===== config.mk =====
export PLATFORM = sky130hd
export DESIGN_NAME = debug_reader
export DESIGN_NICKNAME = d
export VERILOG_FILES = /design/src/rtl/debug_reader_pkg.sv /design/src/rtl/debug_reader_frame_tx.sv /design/src/rtl/debug_reader.sv
export SDC_FILE = /design/constraint.sdc
export NUM_CORES = 1
export LEC_CHECK = 0
export CORE_MARGIN = 1.5
export CORE_UTILIZATION = 42
export CTS_CLUSTER_DIAMETER = 120
export CTS_CLUSTER_SIZE = 40
export DETAILED_ROUTE_END_ITERATION = 6
export PLACE_DENSITY_LB_ADDON = 0.05
export SETUP_SLACK_MARGIN = 0.4
export SLEW_MARGIN = 10
export SYNTH_ARGS = -nofsm -noshare
export SYNTH_HDL_FRONTEND = slang
export SYNTH_SLANG_ARGS = --single-unit

===== constraint.sdc =====
create_clock -name clk -period 4.12 [get_ports clk]
set_input_delay 0.824 -clock clk [delete_from_list [all_inputs] [get_ports clk]]
set_output_delay 0.824 -clock clk [all_outputs]
set_load 0.01 [all_outputs]

===== src/rtl/debug_reader_pkg.sv =====
// Shared types, frame constants and frame-byte selection for the debug snapshot reader.
package debug_reader_pkg;

   typedef enum logic [1:0] {
      IDLE,
      SCAN,
      SEND
   } state_t;

   localparam logic [7:0] HEADER_BYTE  = 8'hA5;
   localparam int         FRAME_LEN    = 14;
   localparam int         NIBBLE_COUNT = 16;

   // nib holds nibble i at bits [4i+3:4i], so frame byte 5+k is simply nib[8k+7:8k].
   function automatic logic [7:0] frame_byte(input logic [3:0]  idx,
                                             input logic [31:0] pc,
                                             input logic [63:0] nib);
      logic [7:0] b;
      b = '0;
      case (idx)
         4'd0:  b = HEADER_BYTE;
         4'd1:  b = pc[31:24];
         4'd2:  b = pc[23:16];
         4'd3:  b = pc[15:8];
         4'd4:  b = pc[7:0];
         4'd5:  b = nib[7:0];
         4'd6:  b = nib[15:8];
         4'd7:  b = nib[23:16];
         4'd8:  b = nib[31:24];
         4'd9:  b = nib[39:32];
         4'd10: b = nib[47:40];
         4'd11: b = nib[55:48];
         4'd12: b = nib[63:56];
         4'd13: begin
            b = pc[31:24] ^ pc[23:16] ^ pc[15:8] ^ pc[7:0];
            for (int unsigned k = 0; k < 8; k++) begin
               b = b ^ nib[8*k +: 8];
            end
         end
         default: b = '0;
      endcase
      return b;
   endfunction

endpackage


===== src/rtl/debug_reader_frame_tx.sv =====
// Frame transmitter: walks the 14-byte frame over a valid/ready interface.
module debug_frame_tx
   import debug_reader_pkg::*;
(
   input  logic        clk,
   input  logic        reset,
   input  logic        load_i,
   input  logic [31:0] pc_i,
   input  logic [63:0] nib_i,
   input  logic        ready_i,
   output logic        valid_o,
   output logic [7:0]  data_o,
   output logic        done_o
);

   logic       valid_q;
   logic [3:0] idx_q;
   logic [7:0] data_q;
   logic       hs;
   logic       last;

   assign hs   = valid_q & ready_i;
   assign last = (idx_q == 4'(FRAME_LEN - 1));

   // Data is registered one byte ahead of the index, so it only moves on a handshake.
   always_ff @(posedge clk or negedge reset) begin
      if (!reset) begin
         valid_q <= 1'b0;
         idx_q   <= '0;
         data_q  <= '0;
      end else if (load_i) begin
         valid_q <= 1'b1;
         idx_q   <= '0;
         data_q  <= HEADER_BYTE;
      end else if (hs) begin
         if (last) begin
            valid_q <= 1'b0;
            idx_q   <= '0;
            data_q  <= '0;
         end else begin
            idx_q   <= idx_q + 4'd1;
            data_q  <= frame_byte(idx_q + 4'd1, pc_i, nib_i);
         end
      end
   end

   assign valid_o = valid_q;
   assign data_o  = data_q;
   assign done_o  = hs & last;

endmodule


===== src/rtl/debug_reader.sv =====
// Debug snapshot reader: scans 16 core nibbles through a select port, then frames them with the PC.
module debug_reader
   import debug_reader_pkg::*;
#(
   parameter int unsigned SETTLE_CYCLES = 2
) (
   input  logic        clk,
   input  logic        reset,
   input  logic        start,
   output logic [3:0]  reg_out_select,
   input  logic [3:0]  reg_out_out,
   input  logic [31:0] pc_in,
   output logic        busy,
   output logic        dout_valid,
   input  logic        dout_ready,
   output logic [7:0]  dout_data
);

   state_t                         state_q;
   logic [3:0]                     sel_q;
   logic [3:0]                     settle_q;
   logic [3:0]                     settle_d;
   logic [31:0]                    pc_q;
   logic [NIBBLE_COUNT-1:0][3:0]   nib_q;
   logic                           busy_q;
   logic                           settle_done;
   logic                           scan_done;
   logic                           tx_done;

   assign settle_done = (settle_q == 4'(SETTLE_CYCLES - 1));
   assign scan_done   = (state_q == SCAN) && settle_done && (sel_q == 4'(NIBBLE_COUNT - 1));

   always_comb begin
      settle_d = settle_q + 4'd1;
      if (settle_done) settle_d = '0;
   end

   always_ff @(posedge clk or negedge reset) begin
      if (!reset) begin
         state_q  <= IDLE;
         sel_q    <= '0;
         settle_q <= '0;
         pc_q     <= '0;
         nib_q    <= '0;
         busy_q   <= 1'b0;
      end else begin
         case (state_q)
            IDLE: begin
               if (start) begin
                  pc_q     <= pc_in;
                  sel_q    <= '0;
                  settle_q <= '0;
                  busy_q   <= 1'b1;
                  state_q  <= SCAN;
               end
            end
            SCAN: begin
               settle_q <= settle_d;
               if (settle_done) begin
                  nib_q[sel_q] <= reg_out_out;
                  if (sel_q == 4'(NIBBLE_COUNT - 1)) begin
                     sel_q   <= '0;
                     state_q <= SEND;
                  end else begin
                     sel_q   <= sel_q + 4'd1;
                  end
               end
            end
            SEND: begin
               if (tx_done) begin
                  busy_q  <= 1'b0;
                  state_q <= IDLE;
               end
            end
            default: state_q <= IDLE;
         endcase
      end
   end

   debug_frame_tx u_tx (
      .clk     (clk),
      .reset   (reset),
      .load_i  (scan_done),
      .pc_i    (pc_q),
      .nib_i   (nib_q),
      .ready_i (dout_ready),
      .valid_o (dout_valid),
      .data_o  (dout_data),
      .done_o  (tx_done)
   );

   assign reg_out_select = sel_q;
   assign busy           = busy_q;

endmodule


# ---- Yosys cells after proc, flatten, opt, wreduce, memory -nomap -nowiden
# Cells that the tools add are included.
dict set report op_classes {
  add_sub_neg 3
  n_lt_le_gt_ge 2
  eq_ne 22
  muxes 27
  bitwise 13
  n_reduce_logical 16
}
# operator count
set ops {}
lappend ops {{case mux 8 bit (14 select lines)} 1}
lappend ops {{bitwise XOR 8 bit} 11}
lappend ops {{bitwise mux 64 bit} 1}
lappend ops {{== test 4 bit, second input constant} 8}
lappend ops {{2-to-1 mux 4 bit} 8}
lappend ops {{2-to-1 mux 8 bit} 3}
lappend ops {{demux 4 bit (select 4 bit)} 1}
lappend ops {{== test 4 x 3 -> 1 bit, second input constant} 4}
lappend ops {{case mux 4 bit (2 select lines)} 2}
lappend ops {{adder 4 x 1 -> 4 bit, second input constant} 3}
lappend ops {{== test 4 x 1 -> 1 bit, second input constant} 2}
lappend ops {{== test 4 x 2 -> 1 bit, second input constant} 2}
lappend ops {{2-to-1 mux 2 bit} 4}
lappend ops {{AND reduction 2 bit} 4}
lappend ops {{nonzero test 2 bit} 4}
lappend ops {{inequality test 2 bit, second input constant} 3}
lappend ops {{case mux 2 bit (3 select lines)} 1}
lappend ops {{AND reduction 3 bit} 2}
lappend ops {{less-than comparator 4 x 5 -> 1 bit, second input constant} 1}
lappend ops {{2-to-1 mux 1 bit} 5}
lappend ops {{>= comparator 4 x 1 -> 1 bit, second input constant} 1}
lappend ops {{logical NOT 4 bit} 1}
lappend ops {{AND reduction 4 bit} 1}
lappend ops {{logical AND 1 bit} 3}
lappend ops {{other kinds (6)} 7}
dict set report totals {
  register_bits 120
  in_bits 40
}

# ---- Logic depth before layout (Yosys ltp)
# Gate-level depths: netlist of run 1.
dict set report logic_depth {
  word_depth 15
  ltp_mapped 8
  ltp_nobuf 7
}

# ---- By module
# From an unflattened synthesis of run 1, not the netlist that was laid out.
dict set report unflattened {
  hier_cells 697
  area_unflattened_um2 7598.5
}
# mod n_inst cells_each area_per_inst_um2 seq_area_each_um2
set by_module_without_submodules {}
lappend by_module_without_submodules {debug_reader 1 287 4461.8 2677.6}
lappend by_module_without_submodules {debug_frame_tx 1 410 3136.8 325.3}

# ---- Least setup slack after synthesis of run 1
# Ideal clock, no wire load.
dict set report synth_path {
  path_kind {reg-to-reg}
  start {register settle_q[1]}
  end {register nib_q[43] (netlist bit)}
  arrival_time_ns 1.682
  path_slack_ns 2.310
  stages_incl_launch_ff 8
  path_cell_list {dfrtp_1 inv_1 ha_1 nor3b_4 nand2_2 nor3b_2 nand2_1 mux2_1}
}
dict set report synth_between {
  elab_chain_len 2
}
# item line
set synth_lines {}
lappend synth_lines {{start, declared} debug_reader.sv:21} ;# logic [3:0] settle_q;
lappend synth_lines {{start signal, assigned} debug_reader.sv:58} ;# settle_q <= settle_d;
lappend synth_lines {{== test 4 x 1 -> 1 bit} debug_reader.sv:30} ;# assign settle_done = (settle_q == 4'(SETTLE_CYCLES - 1));
lappend synth_lines {{AND reduction 2 bit (no source line)} n/a}
lappend synth_lines {{end signal, assigned by index} debug_reader.sv:60} ;# nib_q[sel_q] <= reg_out_out;
lappend synth_lines {{end, declared} debug_reader.sv:24} ;# logic [NIBBLE_COUNT-1:0][3:0] nib_q;
# Every way passes these cells.
# A chain may end at the register's enable or synchronous reset.

# ---- Worst setup path in the final report of run 1
dict set report layout_path {
  start {input dout_ready}
  end {register u_tx.data_q[6], in the netlist u_tx.data_o[6]}
}
dict set report layout_between {
  elab_chain_len 2
}
# item line
set layout_lines {}
lappend layout_lines {{start, declared} debug_reader.sv:15} ;# input logic dout_ready,
lappend layout_lines {{bitwise AND 1 bit} debug_reader_frame_tx.sv:22} ;# assign hs = valid_q & ready_i;
lappend layout_lines {{nonzero test 2 bit (no source line)} n/a}
lappend layout_lines {{end signal, assigned} debug_reader_frame_tx.sv:42} ;# data_q <= frame_byte(idx_q + 4'd1, pc_i, nib_i);
lappend layout_lines {{end, declared} debug_reader_frame_tx.sv:18} ;# logic [7:0] data_q;
# Every way passes these cells.

==> results of run 1 <==
[worst max path at each step]
stage | startpoint | endpoint | slack (ps) | cells past startpoint
after floorplan | settle_q[1] | nib_q[43] | 2310 | 7
after global placement | dout_ready | u_tx.data_o[6] | 1380 | 6
after detailed placement | dout_ready | u_tx.data_o[3] | 1210 | 6
after CTS | settle_q[1] | u_tx.data_o[6] | 1610 | 7
after global routing | settle_q[1] | u_tx.data_o[3] | 1360 | 7
final | dout_ready | u_tx.data_o[6] | 1540 | 6
[worst reg2reg max path: stages (launching register included)]
cell and delay [ps]:
sky130_fd_sc_hd__dfrtp_1 400, sky130_fd_sc_hd__inv_1 70, sky130_fd_sc_hd__ha_1 130, sky130_fd_sc_hd__nor3b_4 290, sky130_fd_sc_hd__nand2_2 190, sky130_fd_sc_hd__nor2_2 720
sky130_fd_sc_hd__nor2_1 260, sky130_fd_sc_hd__a221o_1 350
[per-layer routing]
metal  up-vias  wire (um)  track usage (%)
met1      2461       7700             29.3
met5         -          0                0
met3        24        640             4.01
met2        85       8900             40.2
met4         0        375             9.19
li1       2272          -                -
[kinds of logic after synthesis]
group | count (synthesis) | share of synthesized area (%)
AOI/OAI and AO/OA | 81 | 8.45
xor gates and xnor gates | 93 | 12.4
buffers and inverters | 38 | 2.43
muxes | 91 | 15.8
adders and majority gates | 6 | 1.15
DFF | 120 | 45.9
and+or+nand+nor | 196 | 13.9
[registers in the layout, indices dropped and copies added, names as in the netlist]
name / count
settle_q: 4
u_tx.valid_o: 1
pc_q: 32
busy: 1
reg_out_select: 4
state_q: 2
u_tx.data_o: 8
u_tx.idx_q: 4
nib_q: 64
[cell type report]
| cell class | instances | area, um^2 |
|---|---|---|
| Multi-Input combinational cell | 467 | 3390 |
| Sequential cell | 120 | 3000 |
| Tap cell | 188 | 235 |
| Inverter | 8 | 30.0 |
| Clock inverter | 11 | 125 |
| Timing Repair Buffer | 62 | 608 |
| Clock buffer | 21 | 450 |
| Fill cell | 1412 | 7360 |
[where the power goes]
group / switching [W] / internal [W] / total [W]
sequential: 0.000377 / 0.00152 / 0.00189
combinational: 0.000943 / 0.00107 / 0.00201
clock: 0.000540 / 0.000904 / 0.00144
total: 0.00186 / 0.00349 / 0.00535
[layout by cell type (no fill, tap or decap), types with 5 or more instances in the layout]
| cell | count |
|---|---|
| sky130_fd_sc_hd__nand2_1 | 124 |
| sky130_fd_sc_hd__dfrtp_1 | 120 |
| sky130_fd_sc_hd__xnor2_1 | 77 |
| sky130_fd_sc_hd__mux2_2 | 68 |
| sky130_fd_sc_hd__clkdlybuf4s50_1 | 52 |
| sky130_fd_sc_hd__o21ai_0 | 19 |
| sky130_fd_sc_hd__mux2i_1 | 19 |
| sky130_fd_sc_hd__nand3_1 | 17 |
| sky130_fd_sc_hd__clkbuf_16 | 17 |
| sky130_fd_sc_hd__xor2_1 | 16 |
| sky130_fd_sc_hd__nor2_1 | 15 |
| sky130_fd_sc_hd__a21oi_1 | 13 |
| sky130_fd_sc_hd__buf_4 | 9 |
| sky130_fd_sc_hd__inv_1 | 8 |
| sky130_fd_sc_hd__a211oi_1 | 7 |
| sky130_fd_sc_hd__o211ai_1 | 7 |
| sky130_fd_sc_hd__nand3b_1 | 7 |
| sky130_fd_sc_hd__nor2b_1 | 6 |
| sky130_fd_sc_hd__ha_1 | 6 |
| sky130_fd_sc_hd__a31oi_1 | 5 |
[through the flow]
| step | util, % | hold WS [ps] |
|---|---|---|
| 6_report | 51.6 | 519 |
| 3_5_place_dp | 47.8 | 505 |
| 4_1_cts | 51.6 | 521 |
| 5_1_grt | 51.6 | 553 |
| 3_3_place_gp | 47.8 | 510 |
| 2_1_floorplan | - | 480 |
==> run summary, run 1 <==
==============================================================================
Overall track demand over capacity in global routing                     23.3%
Number of buffers inserted to repair setup after CTS                         0
Async set or reset register ratio after synthesis                         100%
Origin of the critical flop-to-flop path                           settle_q[1]
Count of pins over their slew limit                                          0
Number of instances in the placed design                                   845
Share of the synthesized area in the top cell type                       45.9%
Time the final worst path needs with I/O delays and setup              2580 ps
Overall power                                                        0.00535 W
Primary flip-flop cell chosen by synthesis mapping                sky130_fd_sc_hd__dfrtp_1
Post-synthesis area per instance                                     10.5 um^2
Detailed Place HPWL                                                   13000 um
Total Wirelength                                                      17600 um
Nature of the critical path startpoint                              input port
PwrDens                                                            682 nW/um^2
Maximum Capacitance Violations                                               0
Arrival time at the worst endpoint                                     2940 ps
Most numerous cell types in the synthesized netlist               124 x sky130_fd_sc_hd__nand2_1, 120 x sky130_fd_sc_hd__dfrtp_1, 77 x sky130_fd_sc_hd__xnor2_1
Worst min-delay path category                                          reg2reg
IO buf count                                                                53
Initial core utilization                                                 43.1%
Number of top-level pins                                                    54
Startpoint of the tightest hold check path                            pc_q[25]
Worst-path clk slew                                                      60 ps
Clk root buf                                                      sky130_fd_sc_hd__clkbuf_16
Largest delay contributor family on the critical path             compound AO/OA/AOI/OAI gates
Worst setup skew after layout                                          9.09 ps
Outcome                                                           finished clean
Most frequent CP cell                                             sky130_fd_sc_hd__a31oi_1
Total cell area at the placement stage                               7270 um^2
TritonCTS clock tree                                                     built
Final setup slack of the worst path                                    1540 ps
N_diodes                                                                     0
Share of the yosys chip area belonging to registers                      45.9%
DR vias                                                                   4842
Hold buffer count at CTS                                                     0
Die outline height                                                      128 um
Critical setup path kind                                                in2reg
Flip-flop and latch count after synthesis                                  120
Area of the core                                                    15200 um^2
Cts bufs inserted                                                           17
Headroom to the max-slew limit                                           26.8%
Worst-path maximum fanout                                                   11
Pre-CTS setup slack                                                    1210 ps
EDFF count, synth                                                            0
Syn. warnings                                                                0
Area growth from synthesis to final layout                               19.8%
Cell leakage power                                                     3.18 nW
Count of antenna-violating nets left after detailed routing                  0
Summed area of non-filler cells in the final layout                  7840 um^2
Pin count of the biggest net entering global routing                        84
Count of buffer and inverter cells on the critical path                      1
Number of nets in the final layout                                         722
Buffers from clock root to sink, at most                                     2
List of cells traversed by the critical path                      clkdlybuf4s50_1 > nand2_1 > a31oi_1 > o21ai_0 > a31oi_1 > a221o_1
Via/cell ratio                                                            5.52
Final worst path period share                                            62.7%
Critical R2R Capture                                              u_tx.data_o[6]
Final sum of negative setup slack                                         0 ps
Nets in the synthesized netlist                                            671
Worst VDD drop                                                          487 uV
Leading post-synthesis cells by cell area                         sky130_fd_sc_hd__dfrtp_1 46%, sky130_fd_sc_hd__mux2_2 12%, sky130_fd_sc_hd__xnor2_1 10%
R2r worst-path depth                                                         7
Critical Path Slowest Stage Cell                                  sky130_fd_sc_hd__a31oi_1
Area of the die                                                     16300 um^2
Most frequent cell after synthesis                                sky130_fd_sc_hd__nand2_1
Final-report setup violation count                                           0
Cells after Synth                                                          625
Number of sinks on the clock net                                           120
Number of gates resized after cts                                            0
Routed len/inst                                                        20.1 um
Number of cell rows                                                         45
First DRT Iteration DRCs                                                   287
Required time at the worst-slack endpoint                              4480 ps
Congestion Overflow GR                                                       0
Transition time at the pin with the least slew margin                  1100 ps
Number of distinct library cells after synthesis                            55
Depth of the CTS H-tree                                                      4
Number of global-route vias before repair                                 5181
Placer Congestion                                                        0.878
Insertion delay of the later-clocked pin in the worst-skew pair         430 ps
CP Capture Type                                                      flip-flop
Unrepaired setup endpoints after global routing                          false
Fmax                                                                   387 MHz
Cell type with the largest total area after synthesis             sky130_fd_sc_hd__dfrtp_1
Setup slack of the most critical reg-to-reg path                       1600 ps
Global-route wire length before repair                                28500 um
Die boundary width                                                      128 um
First-pass iteration count of the detailed router                            4
Final Hold Violating Endpoints                                               0
Mapped Area                                                          6550 um^2
Proportion of layout cells with a drive suffix above 1                   17.4%
Worst Hold Path EP                                                    pc_q[25]
Slowest Stage Delay on Critical Path                                    620 ps
Post-route insts no fill                                                   877
Cell depth of the worst hold path                                            2
Detailed-route DRC error count                                               0
Initial antenna violation count                                              0
==============================================================================
No activity file was read; power rests on OpenSTA's default activity.
==> run 2: changes to the inputs <==
==> constraint.sdc (replaced) <==
create_clock -name clk -period 2.6 [get_ports clk]
set_input_delay 0.52 -clock clk [delete_from_list [all_inputs] [get_ports clk]]
set_output_delay 0.52 -clock clk [all_outputs]
set_load 0.01 [all_outputs]
==> run 2 against run 1 <==
Against the previous run: non-clock buffer count is 12 higher; first-iteration DRC count increased by 24%; sequential share of layout area shrank 0.65 points; total power grew 61%; largest cell class unchanged; largest power group unchanged.
==> run summary, run 2 (synthesis gave the netlist of run 1 again) <==
==============================================================================
Worst min-delay path category                                         in2async
CP Depth                                                                     1
List of cells traversed by the critical path                      clkdlybuf4s50_1
Unrepaired setup endpoints after global routing                           true
Cell leakage power                                                     3.25 nW
Detailed-route DRC error count                                               0
Register with the most flip-flops                                        nib_q
R2r worst-path depth                                                         6
Detailed Place HPWL                                                   13200 um
Overall track demand over capacity in global routing                     23.7%
Global-route wire length before repair                                28500 um
Post-route insts no fill                                                   889
Buffers from clock root to sink, at most                                     2
Pin count of the biggest net entering global routing                        56
Area of the core                                                    15200 um^2
Depth of the CTS H-tree                                                      4
First DRT Iteration DRCs                                                   356
Most frequent cells in the layout                                 124 x sky130_fd_sc_hd__nand2_1, 118 x sky130_fd_sc_hd__dfrtp_1, 77 x sky130_fd_sc_hd__xnor2_1
Cts bufs inserted                                                           17
Critical Path Slowest Stage Cell                                  sky130_fd_sc_hd__clkdlybuf4s50_1
Final worst path period share                                            82.1%
Placer Congestion                                                        0.921
Congestion Overflow GR                                                       0
Nature of the critical path startpoint                               flip-flop
Time the final worst path needs with I/O delays and setup              2130 ps
Headroom to the max-slew limit                                           49.2%
Number of flip-flops in the largest register                                64
First-pass iteration count of the detailed router                            4
Initial core utilization                                                 43.1%
Most common cell after layout, fill and taps aside                sky130_fd_sc_hd__nand2_1
Count of antenna-violating nets left after detailed routing                  0
Filler instances                                                          1395
Die outline height                                                      128 um
Worst-path maximum fanout                                                    9
Number of instances in the placed design                                   853
PwrDens                                                           1080 nW/um^2
Number of nets in the final layout                                         734
CP Capture Type                                                   primary output
DR vias                                                                   4928
Initial antenna violation count                                              0
Final Hold Violating Endpoints                                               0
IO buf count                                                                53
Die boundary width                                                      128 um
Critical path startpoint                                          reg_out_select[3]
TritonCTS clock tree                                                     built
Slowest Stage Delay on Critical Path                                    620 ps
Count of pins over their slew limit                                          0
Arrival time at the worst endpoint                                     1610 ps
Clk root buf                                                      sky130_fd_sc_hd__clkbuf_16
Final sum of negative setup slack                                         0 ps
Routed len/inst                                                        20.1 um
Transition time at the pin with the least slew margin                   760 ps
Number of sinks on the clock net                                           120
Area growth from synthesis to final layout                               22.0%
Critical setup path kind                                               reg2out
N_diodes                                                                     0
Area of the die                                                     16300 um^2
Origin of the critical flop-to-flop path                          u_tx.idx_q[2]
Insertion delay of the later-clocked pin in the worst-skew pair         420 ps
Worst setup skew after layout                                          8.51 ps
Total Wirelength                                                      17800 um
Critical R2R Capture                                              u_tx.data_o[0]
Count of buffer and inverter cells on the critical path                      1
Required time at the worst-slack endpoint                              2080 ps
Proportion of layout cells with a drive suffix above 1                   19.0%
Number of cell rows                                                         45
Worst VDD drop                                                          584 uV
Via/cell ratio                                                            5.54
Number of global-route vias before repair                                 5053
Outcome                                                           finished clean
Number of top-level pins                                                    54
Maximum Capacitance Violations                                               0
Largest delay contributor family on the critical path             buffers and inverters
Hold buffer count at CTS                                                     0
Setup slack of the most critical reg-to-reg path                        510 ps
Final-report setup violation count                                           0
Fmax                                                                   469 MHz
Worst-path clk slew                                                      50 ps
End point of the critical path                                    reg_out_select[3]
==============================================================================
run 2: changes by cell type in the layout (fill, tap and decap cells not counted), moves of 2 or more:
cell	change
sky130_fd_sc_hd__buf_4	+11
sky130_fd_sc_hd__clkinv_4	-3
sky130_fd_sc_hd__clkbuf_1	+2
sky130_fd_sc_hd__clkinv_2	+2
sky130_fd_sc_hd__clkinvlp_4	-2
sky130_fd_sc_hd__dfrtp_1	-2
sky130_fd_sc_hd__dfrtp_2	+2
sky130_fd_sc_hd__nor3b_2	-2
sky130_fd_sc_hd__nor3b_4	+2
run 2: layout make-up:
class / instances / area, um^2 / area share (%)
clock buffer: 23 / 458 / 5.74
clock inverter: 9 / 124 / 1.55
inverter: 8 / 30.0 / 0.376
multi-input combinational: 467 / 3420 / 42.8
sequential: 120 / 3010 / 37.6
tap: 188 / 235 / 2.95
timing repair buffer: 74 / 711 / 8.90
run 2: repair_timing:
item,CTS,global route
endpoints found under the setup margin,3,55
setup buffers,0,4
gates resized for setup,1,7
run 2: how the worst min path moves through the flow:
stage | start | end | slack [ps]
after floorplan | reset | busy | 220
after global placement | pc_q[25] | pc_q[25] | 510
after detailed placement | pc_q[17] | pc_q[17] | 510
after CTS | reset | pc_q[24] | 90
after global routing | reset | pc_q[24] | 100
final | reset | pc_q[24] | 70
run 2: stage by stage:
| stage | setup WS, ps | area (um^2) | util [%] | hold slack (ps) | power (W) |
|---|---|---|---|---|---|
| floorplan | 790 | 6550 | - | 224 | 0.00533 |
| global placement | 305 | 7340 | 48.3 | 511 | 0.00618 |
| detailed placement | 265 | 7340 | 48.3 | 512 | 0.00623 |
| CTS | 417 | 7920 | 52.1 | 85.3 | 0.00863 |
| global route | 374 | 7980 | 52.5 | 101 | 0.00910 |
| finish | 467 | 7980 | 52.5 | 74.2 | 0.00861 |
run 2: metal layers:
metal | wire, um | global-route usage [%] | vias up
li1 | - | - | 2295
met1 | 7780 | 30.5 | 2479
met2 | 8860 | 38.7 | 125
met3 | 742 | 5.30 | 29
met4 | 449 | 9.65 | 0
met5 | 0 | 0 | -
run 2: report_power, final:
group	internal (W)	switching (W)	leakage, nW
registers	0.00240	0.000654	1.47
clock network	0.00152	0.000834	0.289
logic	0.00175	0.00144	1.50
total	0.00568	0.00293	3.25
